<file path="src/rtl/riscv_pkg.sv">
// Shared RISC-V pipeline types: widths, funct3 encodings, pipeline register structs.
package riscv_pkg;

  localparam int XLEN           = 32;
  localparam int REG_ADDR_WIDTH = 5;

  // Load/store funct3 encodings
  localparam logic [2:0] F3_LB  = 3'b000;
  localparam logic [2:0] F3_LH  = 3'b001;
  localparam logic [2:0] F3_LW  = 3'b010;
  localparam logic [2:0] F3_LBU = 3'b100;
  localparam logic [2:0] F3_LHU = 3'b101;
  localparam logic [2:0] F3_SB  = 3'b000;
  localparam logic [2:0] F3_SH  = 3'b001;
  localparam logic [2:0] F3_SW  = 3'b010;

  typedef enum logic {
    IDLE     = 1'b0,
    WAIT_RSP = 1'b1
  } mem_state_t;

  typedef struct packed {
    logic reg_write;
    logic mem_read;
    logic mem_write;
    logic mem_to_reg;
  } ctrl_t;

  typedef struct packed {
    logic                      valid_ex_mem;
    logic [XLEN-1:0]           alu_result;
    logic [XLEN-1:0]           rs2_data;
    logic [REG_ADDR_WIDTH-1:0] rd_addr;
    logic [2:0]                funct3;
    ctrl_t                     ctrl;
  } ex_mem_reg_t;

  typedef struct packed {
    logic                      valid_mem_wb;
    logic [XLEN-1:0]           alu_result;
    logic [XLEN-1:0]           mem_data;
    logic [REG_ADDR_WIDTH-1:0] rd_addr;
    ctrl_t                     ctrl;
  } mem_wb_reg_t;

endpackage

</file>
<file path="src/rtl/lsu_align.sv">
// Byte-lane alignment: store lane replication / byte enables / misalignment,
// and load byte/halfword extraction with sign or zero extension.
module lsu_align
  import riscv_pkg::*;
(
  input  logic [2:0]      funct3_i,
  input  logic [1:0]      offset_i,
  input  logic [XLEN-1:0] rs2_i,
  input  logic [XLEN-1:0] rdata_i,
  output logic [3:0]      be_o,
  output logic [XLEN-1:0] wdata_o,
  output logic            misaligned_o,
  output logic [XLEN-1:0] ldata_o
);

  logic [7:0]  byte_sel;
  logic [15:0] half_sel;

  // Store side: access size comes from funct3[1:0]; undefined sizes act as a word
  always_comb begin
    be_o         = 4'b1111;
    wdata_o      = rs2_i;
    misaligned_o = 1'b0;
    case (funct3_i[1:0])
      2'b00: begin
        wdata_o = {4{rs2_i[7:0]}};
        be_o    = 4'b0001 << offset_i;
      end
      2'b01: begin
        wdata_o      = {2{rs2_i[15:0]}};
        be_o         = 4'b0011 << offset_i;
        misaligned_o = offset_i[0];
      end
      default: begin
        wdata_o      = rs2_i;
        be_o         = 4'b1111;
        misaligned_o = |offset_i;
      end
    endcase
  end

  // Load side: pick the addressed byte/halfword, extend; anything undefined returns the word
  always_comb begin
    byte_sel = rdata_i[{offset_i, 3'b000} +: 8];
    half_sel = offset_i[1] ? rdata_i[31:16] : rdata_i[15:0];
    case (funct3_i)
      F3_LB:   ldata_o = {{(XLEN-8){byte_sel[7]}}, byte_sel};
      F3_LBU:  ldata_o = {{(XLEN-8){1'b0}}, byte_sel};
      F3_LH:   ldata_o = {{(XLEN-16){half_sel[15]}}, half_sel};
      F3_LHU:  ldata_o = {{(XLEN-16){1'b0}}, half_sel};
      default: ldata_o = rdata_i;
    endcase
  end

endmodule

</file>
<file path="src/rtl/mem_stage.sv">
// MEM pipeline stage: one dmem request per memory op, stalls upstream while a
// transaction is outstanding, and registers the result into MEM/WB.
module mem_stage
  import riscv_pkg::*;
(
  input  logic            clk,
  input  logic            reset,
  input  ex_mem_reg_t     ex_mem_in,
  output logic            dmem_req_valid,
  input  logic            dmem_req_ready,
  output logic [XLEN-1:0] dmem_addr,
  output logic            dmem_we,
  output logic [3:0]      dmem_be,
  output logic [XLEN-1:0] dmem_wdata,
  input  logic            dmem_rsp_valid,
  input  logic [XLEN-1:0] dmem_rsp_rdata,
  output logic            mem_stall,
  output logic            misalign_exc,
  output mem_wb_reg_t     mem_wb_out
);

  mem_state_t  state_q, state_d;
  mem_wb_reg_t wb_q, wb_d;
  logic        misalign_q, misalign_d;

  logic            mem_op, is_load, misaligned;
  logic            req_raw, stall_raw;
  logic [3:0]      lane_be;
  logic [XLEN-1:0] lane_wdata, load_data;

  assign mem_op  = ex_mem_in.valid_ex_mem &
                   (ex_mem_in.ctrl.mem_read | ex_mem_in.ctrl.mem_write);
  // Both read and write set decodes as a load
  assign is_load = ex_mem_in.ctrl.mem_read;

  lsu_align u_lsu_align (
    .funct3_i     (ex_mem_in.funct3),
    .offset_i     (ex_mem_in.alu_result[1:0]),
    .rs2_i        (ex_mem_in.rs2_data),
    .rdata_i      (dmem_rsp_rdata),
    .be_o         (lane_be),
    .wdata_o      (lane_wdata),
    .misaligned_o (misaligned),
    .ldata_o      (load_data)
  );

  // Next-state, request/stall and MEM/WB capture
  always_comb begin
    state_d               = state_q;
    wb_d                  = wb_q;
    wb_d.valid_mem_wb     = 1'b0;
    misalign_d            = 1'b0;
    req_raw               = 1'b0;
    stall_raw             = 1'b0;
    case (state_q)
      IDLE: begin
        if (ex_mem_in.valid_ex_mem) begin
          if (!mem_op) begin
            wb_d.valid_mem_wb = 1'b1;
            wb_d.alu_result   = ex_mem_in.alu_result;
            wb_d.mem_data     = '0;
            wb_d.rd_addr      = ex_mem_in.rd_addr;
            wb_d.ctrl         = ex_mem_in.ctrl;
          end else if (misaligned) begin
            misalign_d = 1'b1;
          end else begin
            req_raw = 1'b1;
            if (!dmem_req_ready) begin
              stall_raw = 1'b1;
            end else if (is_load) begin
              state_d   = WAIT_RSP;
              stall_raw = 1'b1;
            end else begin
              // Store completes on the handshake itself
              wb_d.valid_mem_wb = 1'b1;
              wb_d.alu_result   = ex_mem_in.alu_result;
              wb_d.mem_data     = '0;
              wb_d.rd_addr      = ex_mem_in.rd_addr;
              wb_d.ctrl         = ex_mem_in.ctrl;
            end
          end
        end
      end
      WAIT_RSP: begin
        if (dmem_rsp_valid) begin
          state_d           = IDLE;
          wb_d.valid_mem_wb = 1'b1;
          wb_d.alu_result   = ex_mem_in.alu_result;
          wb_d.mem_data     = load_data;
          wb_d.rd_addr      = ex_mem_in.rd_addr;
          wb_d.ctrl         = ex_mem_in.ctrl;
        end else begin
          stall_raw = 1'b1;
        end
      end
      default: state_d = IDLE;
    endcase
  end

  // State, MEM/WB register and misalign pulse
  always_ff @(posedge clk or negedge reset) begin
    if (!reset) begin
      state_q    <= IDLE;
      wb_q       <= '0;
      misalign_q <= 1'b0;
    end else begin
      state_q    <= state_d;
      wb_q       <= wb_d;
      misalign_q <= misalign_d;
    end
  end

  // Qualify with reset so a memory op sitting on the input cannot leak a request during reset
  assign dmem_req_valid = req_raw & reset;
  assign mem_stall      = stall_raw & reset;
  assign dmem_we        = dmem_req_valid & ~is_load;
  assign dmem_be        = dmem_we ? lane_be : 4'b0000;
  assign dmem_addr      = {ex_mem_in.alu_result[XLEN-1:2], 2'b00};
  assign dmem_wdata     = lane_wdata;
  assign misalign_exc   = misalign_q;
  assign mem_wb_out     = wb_q;

endmodule
</file>
<file path="config.mk">
export PLATFORM = sky130hd
export DESIGN_NAME = mem_stage
export DESIGN_NICKNAME = d
export VERILOG_FILES = /design/src/rtl/riscv_pkg.sv /design/src/rtl/lsu_align.sv /design/src/rtl/mem_stage.sv
export SDC_FILE = /design/constraint.sdc
export NUM_CORES = 1
export LEC_CHECK = 0
export BUFFER_PORTS_ARGS = -buffer_cell sky130_fd_sc_hd__buf_2
export CAP_MARGIN = 20
export CORE_ASPECT_RATIO = 1.75
export CORE_MARGIN = 4
export CORE_UTILIZATION = 40
export CTS_BUF_LIST = sky130_fd_sc_hd__clkbuf_16
export CTS_CLUSTER_DIAMETER = 200
export CTS_CLUSTER_SIZE = 40
export DETAILED_ROUTE_END_ITERATION = 6
export MAX_ROUTING_LAYER = met4
export PLACE_DENSITY = 0.73
export SYNTH_ARGS = -nofsm -noshare
export SYNTH_HDL_FRONTEND = slang
export SYNTH_SLANG_ARGS = --single-unit
</file>
<file path="constraint.sdc">
create_clock -name clk -period 4.3 [get_ports clk]
set_input_delay 0.215 -clock clk [delete_from_list [all_inputs] [get_ports clk]]
set_output_delay 0.215 -clock clk [all_outputs]
set_load 0.05 [all_outputs]
</file>
* After elaboration in Yosys (flattened, before gate mapping)
Index checks and enable logic that the tools add are counted.
** Word-level totals
- Register bits :: 76
- Output and inout bits :: 146
** Operators by class
- Eq/ne operators :: 9
- Shifts and indexed selects :: 3
- Muxes and demuxes :: 33
- Bitwise gates (word level) :: 7
- Reductions and logical operators :: 4
** Operator list (number)
- 74-bit 2-to-1 mux :: 6
- 74-bit one-hot mux with 2 select lines :: 1
- 32-bit one-hot mux with 4 select lines :: 1
- 32-bit one-hot mux with 2 select lines :: 1
- 32-bit by 6-bit variable part select with 8-bit output :: 1
- 1-bit 2-to-1 mux :: 18
- 16-bit 2-to-1 mux :: 1
- 3-bit != test, second input constant :: 3
- 4-bit one-hot mux with 2 select lines :: 1
- 3-bit == test, second input constant :: 2
- 1-bit one-hot mux with 2 select lines :: 3
- 5-bit AND reduction :: 1
- 1-bit bitwise AND :: 4
- 4-bit 2-to-1 mux :: 1
- 2-bit != test, second input constant :: 2
- 1-bit by 2-bit << shifter with 4-bit output, first input constant :: 1
- 2-bit by 2-bit << shifter with 4-bit output, first input constant :: 1
- 3-bit by 1-bit == test with 1-bit output, second input constant :: 1
- 3-bit zero test :: 1
- 2-bit by 1-bit == test with 1-bit output, second input constant :: 1
- 2-bit zero test :: 1
- 1-bit NOT :: 2
- 2-bit OR reduction :: 1
- 1-bit bitwise OR :: 1

* Logic depth before layout (Yosys ltp)
Gate-level depths: netlist (run 1).
- Depth in word-level cells :: 9
- Mapped depth :: 8

* By module
Synthesis (run 1) repeated with hierarchy kept, for this count alone.
** Second synthesis, totals
- Cells, all modules :: 679
- Area total of the unflattened synthesis :: 5420.2 sq um
** Modules (own cells, without submodules)
- mem_stage :: instances 1, cells an instance 472, area each 4077.7 sq um
- lsu_align :: instances 1, cells an instance 207, area each 1342.5 sq um

* Worst setup path after synthesis (run 1)
No wires, ideal clock.
- Path type :: flip-flop to output port
- Start :: register state_q
- End :: output port dmem_be[1]
- Arrival time :: 2277 ps
- Slack :: 1808 ps
- Stages on the path, launching flop included :: 5
- Path through :: dfrtp_1 -> nor2b_1 -> nand4_1 -> or3b_2 -> nor3_1
** Between the ends
- Longest elaborated chain between the ends :: 4
** RTL lines
- start: declaration :: RTL line mem_stage.sv:22 : mem_state_t state_q, state_d;
- start signal: assignment :: RTL line mem_stage.sv:107 : state_q <= state_d;
- 1-bit 2-to-1 mux :: RTL line mem_stage.sv:55 : case (state_q)
- 1-bit bitwise AND :: RTL line mem_stage.sv:114 : assign dmem_req_valid = req_raw & reset;
- 1-bit bitwise AND :: RTL line mem_stage.sv:116 : assign dmem_we = dmem_req_valid & ~is_load;
- 4-bit 2-to-1 mux :: RTL line mem_stage.sv:117 : assign dmem_be = dmem_we ? lane_be : 4'b0000;
- end: declaration :: RTL line mem_stage.sv:13 : output logic [3:0] dmem_be,
No other way between the ends.

* Worst setup path after layout (run 1)
- Start :: register state_q
- End :: output port dmem_be[3]
Same word-level chain as after synthesis.

==> results_tabular.tex, run 1 <==
\begin{tabular}{lr}
\hline
Metric & Value \\
\hline
\multicolumn{2}{l}{\textbf{Logic synthesis}} \\
Syn\_area\_per\_cell & roughly 12 um2 \\
Post-synthesis compound-gate area fraction & 0.140 \\
Cell Area, Synth & approximately 4100 um2 \\
Share of synthesized area spent on multiplexers & 0.206 \\
Count of cell types in the netlist & 34 \\
Largest family of logic cells by synthesized area & multiplexers \\
Synthesized-area fraction occupied by xor and xnor cells & 0 \\
Simple-gate portion of the synthesized area & 0.0699 \\
Number of storage elements in the synthesis netlist & 76 \\
Number of enable-type register cells in the synthesized netlist & 0 \\
Number of warnings reported in the yosys synthesis log & 0 \\
Post-Syn Instances & between 300 and 400 \\
Primary flip-flop cell chosen by synthesis mapping & sky130\_fd\_sc\_hd\_\_dfrtp\_1 \\
Async set-reset flop share out of synthesis & 1.00 \\
Adder-cell share of the synthesized area & 0 \\
Portion of the post-synthesis area used by sequential elements & 0.464 \\
\multicolumn{2}{l}{\textbf{Clocking}} \\
Gates resized, CTS repair & 0 \\
Clock root buffer master & sky130\_fd\_sc\_hd\_\_clkbuf\_16 \\
Clock slew at the register clock pins of the worst setup and hold paths & 0.06 ns \\
CTS H-tree depth & 3 \\
Post-CTS setup buffers & 0 \\
Clock sink total & 76 \\
CTS tree & done \\
Clk buf depth & 2 \\
Total of hold buffers inserted after clock tree synthesis & 0 \\
TritonCTS Buffers & 9 \\
Clk\_lat worst skew & around 0.33 ns \\
\multicolumn{2}{l}{\textbf{STA}} \\
Final slew viol count & 0 \\
Worst relative slew slack & 0.367 \\
Post-route fraction of the period consumed by the critical path & 0.549 \\
Setup repair after global routing missed its margin & false \\
Worst clock skew on the final layout & slightly below 0.008 ns \\
Worst slew pin tran & 0.950 ns \\
Number of endpoints with negative hold slack in the final report & 0 \\
Summed negative setup slack over all endpoints & 0 ns \\
Fmax achieved & between 400 and 500 MHz \\
Final setup violation count & 0 \\
Clock period minus final worst setup slack & about 2.4 ns \\
\multicolumn{2}{l}{\textbf{Pwr}} \\
Power Density & about 520 nW/um2 \\
Clock network power share & 0.259 \\
Static power due to leakage & between 2 and 3 nW \\
Power, Total & approximately 0.0028 W \\
Internal Pwr Total & around 0.0016 W \\
Part of the total power dissipated in combinational logic & 0.415 \\
IR Drop Worst-Case VDD & 0.000250 V \\
Net switching power of the design & roughly 0.0012 W \\
Sw Ratio & 0.434 \\
Reg power frac & 0.325 \\
\multicolumn{2}{l}{\textbf{Setup path}} \\
Largest delay contributor family on the critical path & simple AND/OR/NAND/NOR gates \\
Maximum fanout along the worst path & 7 \\
Critical path, cell by cell & nor2b\_1 > nand4\_1 > or3b\_2 > nor3\_1 > buf\_2 \\
Required time reported for the critical path endpoint & slightly above 4 ns \\
Worst Path Arrival & $\sim$2.2 ns \\
Kind of launch point of the worst setup path & flop \\
Setup CP Type & reg2out \\
Slowest Stage Delay on Critical Path & roughly 0.53 ns \\
Sum of buffers and inverters on the critical path & 1 \\
Critical path's slowest cell & sky130\_fd\_sc\_hd\_\_or3b\_2 \\
Critical Path Sink Type & output pin \\
\multicolumn{2}{l}{\textbf{Global route}} \\
Number of global-route vias before repair & between 3000 and 4000 \\
Maximum number of pins on one net before global-route repair & 77 \\
Gr usage total & 0.206 \\
Antenna violations before repair & 0 \\
Wire length of the first global-routing pass & 19.0 mm \\
Total overflow reported by the global router & 0 \\
\multicolumn{2}{l}{\textbf{Die}} \\
Std-Cell Rows & 48 \\
Die Span X & around 85 um \\
Full die area & roughly 12000 um2 \\
Floorplan Core Area & approximately 10000 um2 \\
I/O pins & between 200 and 300 \\
Effective utilization at floorplan & 0.411 \\
Y dimension of the die & around 140 um \\
\multicolumn{2}{l}{\textbf{Route}} \\
First-pass iteration count of the detailed router & 4 \\
Via/cell ratio & around 5.2 \\
Vias after detailed routing & approximately 3600 \\
Drt first-iter violations & 100 \\
Detail Route Antenna Nets & 0 \\
Overall routed net length & 12.2 mm \\
Final routed wire length divided by cell count & about 18 um \\
Number of design rule violations left after detail routing & 0 \\
\multicolumn{2}{l}{\textbf{Placement}} \\
Routability congestion estimate from global placement & $\sim$0.91 \\
HPWL after detailed placement & around 9.8 mm \\
Port Buf Inserts & 256 \\
\multicolumn{2}{l}{\textbf{Layout}} \\
Final-layout fill cell count & 931 \\
Commonest non-fill, non-tap cell in the layout & sky130\_fd\_sc\_hd\_\_buf\_2 \\
Final \#Nets & 674 \\
Commonest non-fill, non-tap cells in the layout & sky130\_fd\_sc\_hd\_\_buf\_2, sky130\_fd\_sc\_hd\_\_dfrtp\_1, sky130\_fd\_sc\_hd\_\_mux2\_2 \\
Area growth from synthesis to layout & 31.7\% \\
Fraction of layout cells with a size suffix above 1 & 0.583 \\
\multicolumn{2}{l}{\textbf{Flow run}} \\
Max-capacitance violation count & 0 \\
\multicolumn{2}{l}{\textbf{Hold path}} \\
Worst hold-check path type & in2reg \\
\multicolumn{2}{l}{\textbf{Run status}} \\
Result of the run & finished, final reports clean \\
\hline
\end{tabular}
## per-layer routing
layer / track usage / up-vias / wire (um)
met3: 0.0301 / 27 / 802
met5: - / - / 0
met1: 0.224 / 1725 / 4350
met4: 0.100 / 0 / 458
li1: - / 1664 / -
met2: 0.365 / 195 / 6620
## worst register-to-register path, delay by kind of cell (launching register included)
kind             cells  cell delay [ns]
flip-flops           1             0.44
AND/OR/NAND/NOR      1             0.41
AO/OA/AOI/OAI        1             0.92
multiplexers         1             0.44
## Yosys cell counts, types with 2 or more instances
master,instances,area [um2]
sky130_fd_sc_hd__nor3_1,4,20.0
sky130_fd_sc_hd__a21oi_1,13,65.1
sky130_fd_sc_hd__dfrtp_1,76,1900
sky130_fd_sc_hd__inv_1,7,26.3
sky130_fd_sc_hd__nand2_1,21,78.8
sky130_fd_sc_hd__a32o_1,2,20.0
sky130_fd_sc_hd__nand2b_1,4,25.0
sky130_fd_sc_hd__nor2b_1,10,62.6
sky130_fd_sc_hd__buf_2,6,30.0
sky130_fd_sc_hd__o21ai_0,10,50.1
sky130_fd_sc_hd__nor2_1,10,37.5
sky130_fd_sc_hd__buf_6,8,90.1
sky130_fd_sc_hd__a221o_1,16,160
sky130_fd_sc_hd__mux2_1,6,67.6
sky130_fd_sc_hd__a22o_1,8,70.1
sky130_fd_sc_hd__buf_4,40,300
sky130_fd_sc_hd__o221ai_1,7,61.3
sky130_fd_sc_hd__o2bb2ai_1,8,70.1
sky130_fd_sc_hd__buf_1,2,7.51
sky130_fd_sc_hd__nand4_1,2,12.5
sky130_fd_sc_hd__mux2_2,52,586
sky130_fd_sc_hd__o22ai_1,8,50.1
sky130_fd_sc_hd__clkbuf_1,9,33.8
sky130_fd_sc_hd__mux2i_1,17,170
## worst paths after layout
path                                       startpoint                          to  slack [ns]  cells after the start
max                                 state_q$_DFF_PN0_                  dmem_be[3]        1.94                      5
min                                      ex_mem_in[9]   mem_wb_out[6]$_DFFE_PN0P_        0.09                      2
max reg2reg                         state_q$_DFF_PN0_  mem_wb_out[50]$_DFFE_PN0P_        1.96                      3
min reg2reg                mem_wb_out[57]$_DFFE_PN0P_  mem_wb_out[57]$_DFFE_PN0P_        0.49                      1
max in group asynchronous                       reset  mem_wb_out[65]$_DFFE_PN0P_        3.50                      2
min in group asynchronous                       reset  mem_wb_out[23]$_DFFE_PN0P_        0.18                      2
## final cells by class
type	instances	area, um2	share of cell area
Antenna cell	1	2.50	0.000463
Clock buffer	9	225	0.0417
Clock inverter	7	67.6	0.0125
Inverter	7	26.3	0.00486
Multi-Input combinational cell	209	1720	0.319
Sequential cell	76	1900	0.352
Tap cell	125	156	0.0290
Timing Repair Buffer	258	1300	0.240
## registers in the layout, indices dropped and copies added, names as in the netlist
name / flops
state_q: 1
mem_wb_out: 74
misalign_exc: 1
## cell families (layout without fill, tap and decap cells)
kind of cell,after synthesis,count (layout)
AO/OA/AOI/OAI,75,75
buffers and inverters,72,281
flip-flops,76,76
multiplexers,76,76
other,1,3
AND/OR/NAND/NOR,56,56
## stage by stage
step                setup slack [ns]  utilization  cell area [um2]  cells  hold WS (ns)
finish                          1.94        0.542             5400    692        0.0933
global route                    1.79        0.542             5400    691        0.0970
CTS                             1.94        0.542             5400    691        0.0847
detailed placement              1.89        0.512             5110    675         0.431
global placement                1.95        0.512             5110    675         0.427
floorplan                       1.81            -             4100    357       -0.0806
## power groups by stage
stage	logic (W)	registers (W)	clock network, W
final	0.00118	0.000922	0.000734
after global routing	0.00123	0.000941	0.000787
after CTS	0.00119	0.000924	0.000754
after detailed placement	0.00119	0.000936	0
after global placement	0.00117	0.000932	0
after floorplan	0.000409	0.00143	0
Note: power is estimated with default switching activity, not from simulation.
==> run 2: changes to the inputs <==
Clock period 4.3 ns to 2.3 ns, I/O delays scaled along.
==> results_tabular.tex, run 2 (same netlist as run 1, synthesis figures left out) <==
\begin{tabular}{lr}
\hline
Metric & Value \\
\hline
\multicolumn{2}{l}{\textbf{Route}} \\
Overall routed net length & 12.4 mm \\
Drt first-iter violations & 124 \\
Vias after detailed routing & around 3600 \\
Final routed wire length divided by cell count & approximately 18 um \\
Detail Route Antenna Nets & 0 \\
Via/cell ratio & roughly 5.1 \\
First-pass iteration count of the detailed router & 4 \\
Number of design rule violations left after detail routing & 0 \\
\multicolumn{2}{l}{\textbf{Setup path}} \\
Worst Path Arrival & 2.01 ns \\
Critical path, cell by cell & nor2b\_1 > nand4\_1 > or3b\_4 > nor3\_1 > buf\_4 \\
Critical path's slowest cell & sky130\_fd\_sc\_hd\_\_dfrtp\_1 \\
Largest delay contributor family on the critical path & simple AND/OR/NAND/NOR gates \\
Setup CP Type & reg2out \\
Sum of buffers and inverters on the critical path & 1 \\
Kind of launch point of the worst setup path & flop \\
Maximum fanout along the worst path & 7 \\
Slowest Stage Delay on Critical Path & 0.45 ns \\
Required time reported for the critical path endpoint & $\sim$2.2 ns \\
Critical Path Sink Type & output pin \\
\multicolumn{2}{l}{\textbf{Pwr}} \\
Sw Ratio & 0.433 \\
Power Density & about 970 nW/um2 \\
Part of the total power dissipated in combinational logic & 0.417 \\
IR Drop Worst-Case VDD & between 0.0004 and 0.0005 V \\
Reg power frac & 0.325 \\
Net switching power of the design & about 0.0023 W \\
Internal Pwr Total & between 0.003 and 0.004 W \\
Clock network power share & 0.258 \\
Static power due to leakage & about 2.9 nW \\
\multicolumn{2}{l}{\textbf{Clocking}} \\
Clock slew at the register clock pins of the worst setup and hold paths & about 0.060 ns \\
TritonCTS Buffers & 9 \\
Clock sink total & 76 \\
Clock root buffer master & sky130\_fd\_sc\_hd\_\_clkbuf\_16 \\
CTS H-tree depth & 3 \\
Clk\_lat worst skew & about 0.32 ns \\
CTS tree & done \\
Post-CTS setup buffers & 0 \\
Clk buf depth & 2 \\
\multicolumn{2}{l}{\textbf{STA}} \\
Worst clock skew on the final layout & roughly 0.010 ns \\
Worst relative slew slack & 0.363 \\
Fmax achieved & $\sim$470 MHz \\
Final setup violation count & 0 \\
Worst slew pin tran & between 0.9 and 1 ns \\
Least setup slack across all paths after layout & around 0.17 ns \\
Post-route fraction of the period consumed by the critical path & 0.926 \\
Clock period minus final worst setup slack & between 2 and 2.5 ns \\
Final slew viol count & 0 \\
Setup repair after global routing missed its margin & false \\
Number of endpoints with negative hold slack in the final report & 0 \\
\multicolumn{2}{l}{\textbf{Layout}} \\
ANT cells & 0 \\
Area growth from synthesis to layout & 33.4\% \\
Fraction of layout cells with a size suffix above 1 & 0.588 \\
Final-layout fill cell count & 910 \\
Area of the multi-input gates & around 1700 um2 \\
Flip-flop count of the largest register after layout & 74 \\
Commonest non-fill, non-tap cell in the layout & sky130\_fd\_sc\_hd\_\_buf\_2 \\
Final \#Nets & between 600 and 700 \\
Commonest non-fill, non-tap cells in the layout & sky130\_fd\_sc\_hd\_\_buf\_2, sky130\_fd\_sc\_hd\_\_dfrtp\_1, sky130\_fd\_sc\_hd\_\_mux2\_2 \\
FF+latch area & 1900 um2 \\
Finished layout cell area & 5470 um2 \\
\multicolumn{2}{l}{\textbf{Global route}} \\
Antenna violations before repair & 0 \\
Total overflow reported by the global router & 0 \\
Maximum number of pins on one net before global-route repair & between 70 and 80 \\
Wire length of the first global-routing pass & 19.1 mm \\
Gr usage total & 0.208 \\
Number of global-route vias before repair & 3709 \\
\multicolumn{2}{l}{\textbf{Placement}} \\
Port Buf Inserts & between 200 and 300 \\
Routability congestion estimate from global placement & 0.903 \\
Post-placement cell area & just over 5000 um2 \\
HPWL after detailed placement & roughly 10 mm \\
Place WS & around 0.18 ns \\
\multicolumn{2}{l}{\textbf{Die}} \\
Floorplan Core Area & approximately 10000 um2 \\
Die Span X & 84.5 um \\
Std-Cell Rows & 48 \\
I/O pins & roughly 260 \\
Y dimension of the die & approximately 140 um \\
Effective utilization at floorplan & 0.411 \\
Full die area & $\sim$12000 um2 \\
\multicolumn{2}{l}{\textbf{Flow run}} \\
Max-capacitance violation count & 0 \\
\multicolumn{2}{l}{\textbf{Run status}} \\
Result of the run & finished, final reports clean \\
\multicolumn{2}{l}{\textbf{Hold path}} \\
Worst hold-check path type & in2reg \\
\hline
\end{tabular}
[run 2: path summary, 6_finish.rpt]
path | from | to | slack, ns | cells after the start
worst max register to register | state_q$_DFF_PN0_ | mem_wb_out[8]$_DFFE_PN0P_ | 0.17 | 4
max in group asynchronous | reset | mem_wb_out[44]$_DFFE_PN0P_ | 1.60 | 2
worst max-delay path | state_q$_DFF_PN0_ | dmem_be[1] | 0.17 | 5
min in group asynchronous | reset | mem_wb_out[38]$_DFFE_PN0P_ | 0.10 | 2
worst min-delay path | ex_mem_in[8] | mem_wb_out[5]$_DFFE_PN0P_ | 0.02 | 2
worst min register to register | mem_wb_out[51]$_DFFE_PN0P_ | mem_wb_out[51]$_DFFE_PN0P_ | 0.48 | 1
[run 2: what timing repair did]
| item | in CTS | in global routing |
|---|---|---|
| setup endpoints to repair | 1 | 2 |
| resized for setup | 1 | 4 |
| cloned | 0 | 0 |
| hold buffers | 1 | 0 |
| hold endpoints to repair | 1 | 0 |
[run 2: layer usage]
metal / routed length (um) / vias up / track usage
met4: 407 / 0 / 0.0942
met3: 810 / 22 / 0.0342
met1: 4370 / 1699 / 0.226
met5: 0 / - / -
met2: 6830 / 183 / 0.368
li1: - / 1677 / -
[run 2: through the flow]
step / TNS [ns] / util / hold WS, ns / power [W] / instances
final: 0 / 0.549 / 0.0176 / 0.00530 / 696
after global placement: 0 / 0.517 / 0.324 / 0.00393 / 679
after detailed placement: 0 / 0.517 / 0.344 / 0.00397 / 679
after global routing: 0 / 0.549 / 0.0179 / 0.00554 / 696
after floorplan: -0.183 / - / -0.181 / 0.00343 / 357
after CTS: 0 / 0.548 / 0.00469 / 0.00537 / 696
[run 2: cell type report]
| class | instances | share of cell area |
|---|---|---|
| Multi-Input combinational cell | 209 | 0.317 |
| Tap cell | 125 | 0.0286 |
| Clock buffer | 9 | 0.0412 |
| Inverter | 7 | 0.00480 |
| Timing Repair Buffer | 263 | 0.248 |
| Clock inverter | 7 | 0.0126 |
| Sequential cell | 76 | 0.348 |
[run 2: power by group through the flow]
stage	clock network (W)	logic (W)	registers (W)
floorplan	0	0.000765	0.00267
global placement	0	0.00220	0.00174
detailed placement	0	0.00223	0.00175
CTS	0.00141	0.00223	0.00172
global route	0.00147	0.00231	0.00176
finish	0.00137	0.00221	0.00172
==> run 3: changes to the inputs <==
Settings changed: GPL_ROUTABILITY_DRIVEN set to 0, PLACE_DENSITY 0.73 to unset, PLACE_DENSITY_LB_ADDON set to 0.05.
==> results_tabular.tex, run 3 (same netlist as run 1, synthesis figures left out) <==
\begin{tabular}{lr}
\hline
Metric & Value \\
\hline
\multicolumn{2}{l}{\textbf{Setup path}} \\
Largest delay contributor family on the critical path & compound AO/OA/AOI/OAI gates \\
Critical path, cell by cell & nor2b\_1 > nand4\_1 > o221a\_4 > mux2\_2 \\
Worst Path Arrival & between 2 and 2.5 ns \\
Kind of launch point of the worst setup path & flop \\
Maximum fanout along the worst path & 73 \\
Required time reported for the critical path endpoint & about 2.5 ns \\
Critical path's slowest cell & sky130\_fd\_sc\_hd\_\_o221a\_4 \\
Critical Path Sink Type & flop \\
Setup CP Type & reg2reg \\
Slowest Stage Delay on Critical Path & around 0.86 ns \\
Sum of buffers and inverters on the critical path & 0 \\
\multicolumn{2}{l}{\textbf{Placement}} \\
HPWL after detailed placement & 9.72 mm \\
Port Buf Inserts & around 260 \\
Post-placement cell area & approximately 5200 um2 \\
\# placed instances & $\sim$680 \\
\multicolumn{2}{l}{\textbf{Global route}} \\
Wire length of the first global-routing pass & slightly below 20 mm \\
Gr usage total & 0.209 \\
Maximum number of pins on one net before global-route repair & 74 \\
Total overflow reported by the global router & 0 \\
Antenna violations before repair & 0 \\
Number of global-route vias before repair & between 3000 and 4000 \\
\multicolumn{2}{l}{\textbf{Clocking}} \\
Clk buf depth & 2 \\
Clk\_lat worst skew & 0.33 ns \\
Clock sink total & 76 \\
CTS H-tree depth & 3 \\
CTS tree & done \\
TritonCTS Buffers & 9 \\
Clock root buffer master & sky130\_fd\_sc\_hd\_\_clkbuf\_16 \\
Clock slew at the register clock pins of the worst setup and hold paths & 0.06 ns \\
\multicolumn{2}{l}{\textbf{Layout}} \\
ANT cells & 0 \\
Flip-flop count of the largest register after layout & 74 \\
Area growth from synthesis to layout & 34.4\% \\
Fraction of layout cells with a size suffix above 1 & 0.590 \\
Final \#Nets & roughly 690 \\
Fraction of the core area covered by cells at the end of the flow & 0.553 \\
Commonest non-fill, non-tap cells in the layout & sky130\_fd\_sc\_hd\_\_buf\_2, sky130\_fd\_sc\_hd\_\_dfrtp\_1, sky130\_fd\_sc\_hd\_\_mux2\_2 \\
Commonest non-fill, non-tap cell in the layout & sky130\_fd\_sc\_hd\_\_buf\_2 \\
Number of non-filler instances in the completed layout & $\sim$700 \\
Finished layout cell area & $\sim$5500 um2 \\
\multicolumn{2}{l}{\textbf{Pwr}} \\
IR Drop Worst-Case VDD & $\sim$0.00052 V \\
Static power due to leakage & 2.90 nW \\
Power Density & about 960 nW/um2 \\
\multicolumn{2}{l}{\textbf{STA}} \\
Worst relative slew slack & 0.321 \\
Fmax achieved & 470 MHz \\
Setup repair after global routing missed its margin & false \\
Final slew viol count & 0 \\
Summed negative setup slack over all endpoints & 0 ns \\
Clock period minus final worst setup slack & around 2.1 ns \\
Fin Hold WS & 0.0227 ns \\
Number of endpoints with negative hold slack in the final report & 0 \\
Worst slew pin tran & approximately 1.0 ns \\
Final setup violation count & 0 \\
Post-route fraction of the period consumed by the critical path & 0.926 \\
Worst clock skew on the final layout & approximately 0.0061 ns \\
\multicolumn{2}{l}{\textbf{Route}} \\
Vias after detailed routing & 3580 \\
Overall routed net length & about 13 mm \\
Final routed wire length divided by cell count & 17.9 um \\
First-pass iteration count of the detailed router & 4 \\
Detail Route Antenna Nets & 0 \\
Via/cell ratio & 5.09 \\
Number of design rule violations left after detail routing & 0 \\
Drt first-iter violations & 133 \\
\multicolumn{2}{l}{\textbf{Die}} \\
I/O pins & roughly 260 \\
Std-Cell Rows & 48 \\
Y dimension of the die & 142 um \\
Effective utilization at floorplan & 0.411 \\
Full die area & about 12000 um2 \\
Floorplan Core Area & about 10000 um2 \\
Die Span X & $\sim$85 um \\
\multicolumn{2}{l}{\textbf{Run status}} \\
Result of the run & finished, final reports clean \\
\multicolumn{2}{l}{\textbf{Hold path}} \\
Worst hold-check path type & in2reg \\
\multicolumn{2}{l}{\textbf{Flow run}} \\
Max-capacitance violation count & 0 \\
\hline
\end{tabular}
run 3: cell count changes in the layout (fill, tap and decap cells not counted):
cell and change:
sky130_fd_sc_hd__dlygate4sd3_1 +3, sky130_fd_sc_hd__nor3_4 -1, sky130_fd_sc_hd__inv_6 +1, sky130_fd_sc_hd__bufinv_16 -1, sky130_fd_sc_hd__inv_8 +3, sky130_fd_sc_hd__inv_1 -1
sky130_fd_sc_hd__nor3_2 +1, sky130_fd_sc_hd__buf_12 -1, sky130_fd_sc_hd__clkinv_2 -2, sky130_fd_sc_hd__buf_4 +5
run 3: timing repair:
item,in CTS,in global routing
gates resized for setup,0,6
setup endpoints to repair,0,2
endpoints found under the hold margin,27,0
hold buffers,4,0
setup buffers,0,0
run 3: metrics by stage:
step / worst slack, ns / power, W
global placement: 0.245 / 0.00395
finish: 0.170 / 0.00530
detailed placement: 0.197 / 0.00397
CTS: 0.0402 / 0.00537
global route: 0.0659 / 0.00554
floorplan: -0.0917 / 0.00343
run 3: area by class of cell:
cell class | count | area (um2)
fill | 950 | 4460
sequential | 76 | 1900
multi-input combinational | 209 | 1730
timing repair buffer | 270 | 1400
clock buffer | 9 | 225
tap | 125 | 156
clock inverter | 7 | 67.6
inverter | 7 | 26.3
run 3: path summary, 6_finish.rpt:
check	startpoint	to	slack (ns)	depth (start not counted)
setup / recovery	state_q$_DFF_PN0_	mem_wb_out[42]$_DFFE_PN0P_	0.17	4
hold / removal	ex_mem_in[3]	mem_wb_out[3]$_DFFE_PN0P_	0.02	2
setup reg to reg	state_q$_DFF_PN0_	mem_wb_out[42]$_DFFE_PN0P_	0.17	4
hold reg to reg	mem_wb_out[4]$_DFFE_PN0P_	mem_wb_out[4]$_DFFE_PN0P_	0.49	1
max in group asynchronous	reset	mem_wb_out[20]$_DFFE_PN0P_	0.94	4
min in group asynchronous	reset	mem_wb_out[40]$_DFFE_PN0P_	0.38	3
run 3: power breakdown:
group,switching [W],leakage (nW),total [W],internal [W]
clock,0.000608,0.142,0.00137,0.000761
sequential,0.000127,0.957,0.00172,0.00160
combinational,0.00163,1.80,0.00221,0.000581
run 3: per-layer routing:
metal | up-vias | GRT usage | share of wire
met2 | 183 | 0.365 | 0.53
met5 | - | - | 0
met1 | 1685 | 0.231 | 0.37
met4 | 0 | 0.0742 | 0.020
li1 | 1694 | - | -
met3 | 18 | 0.0487 | 0.080
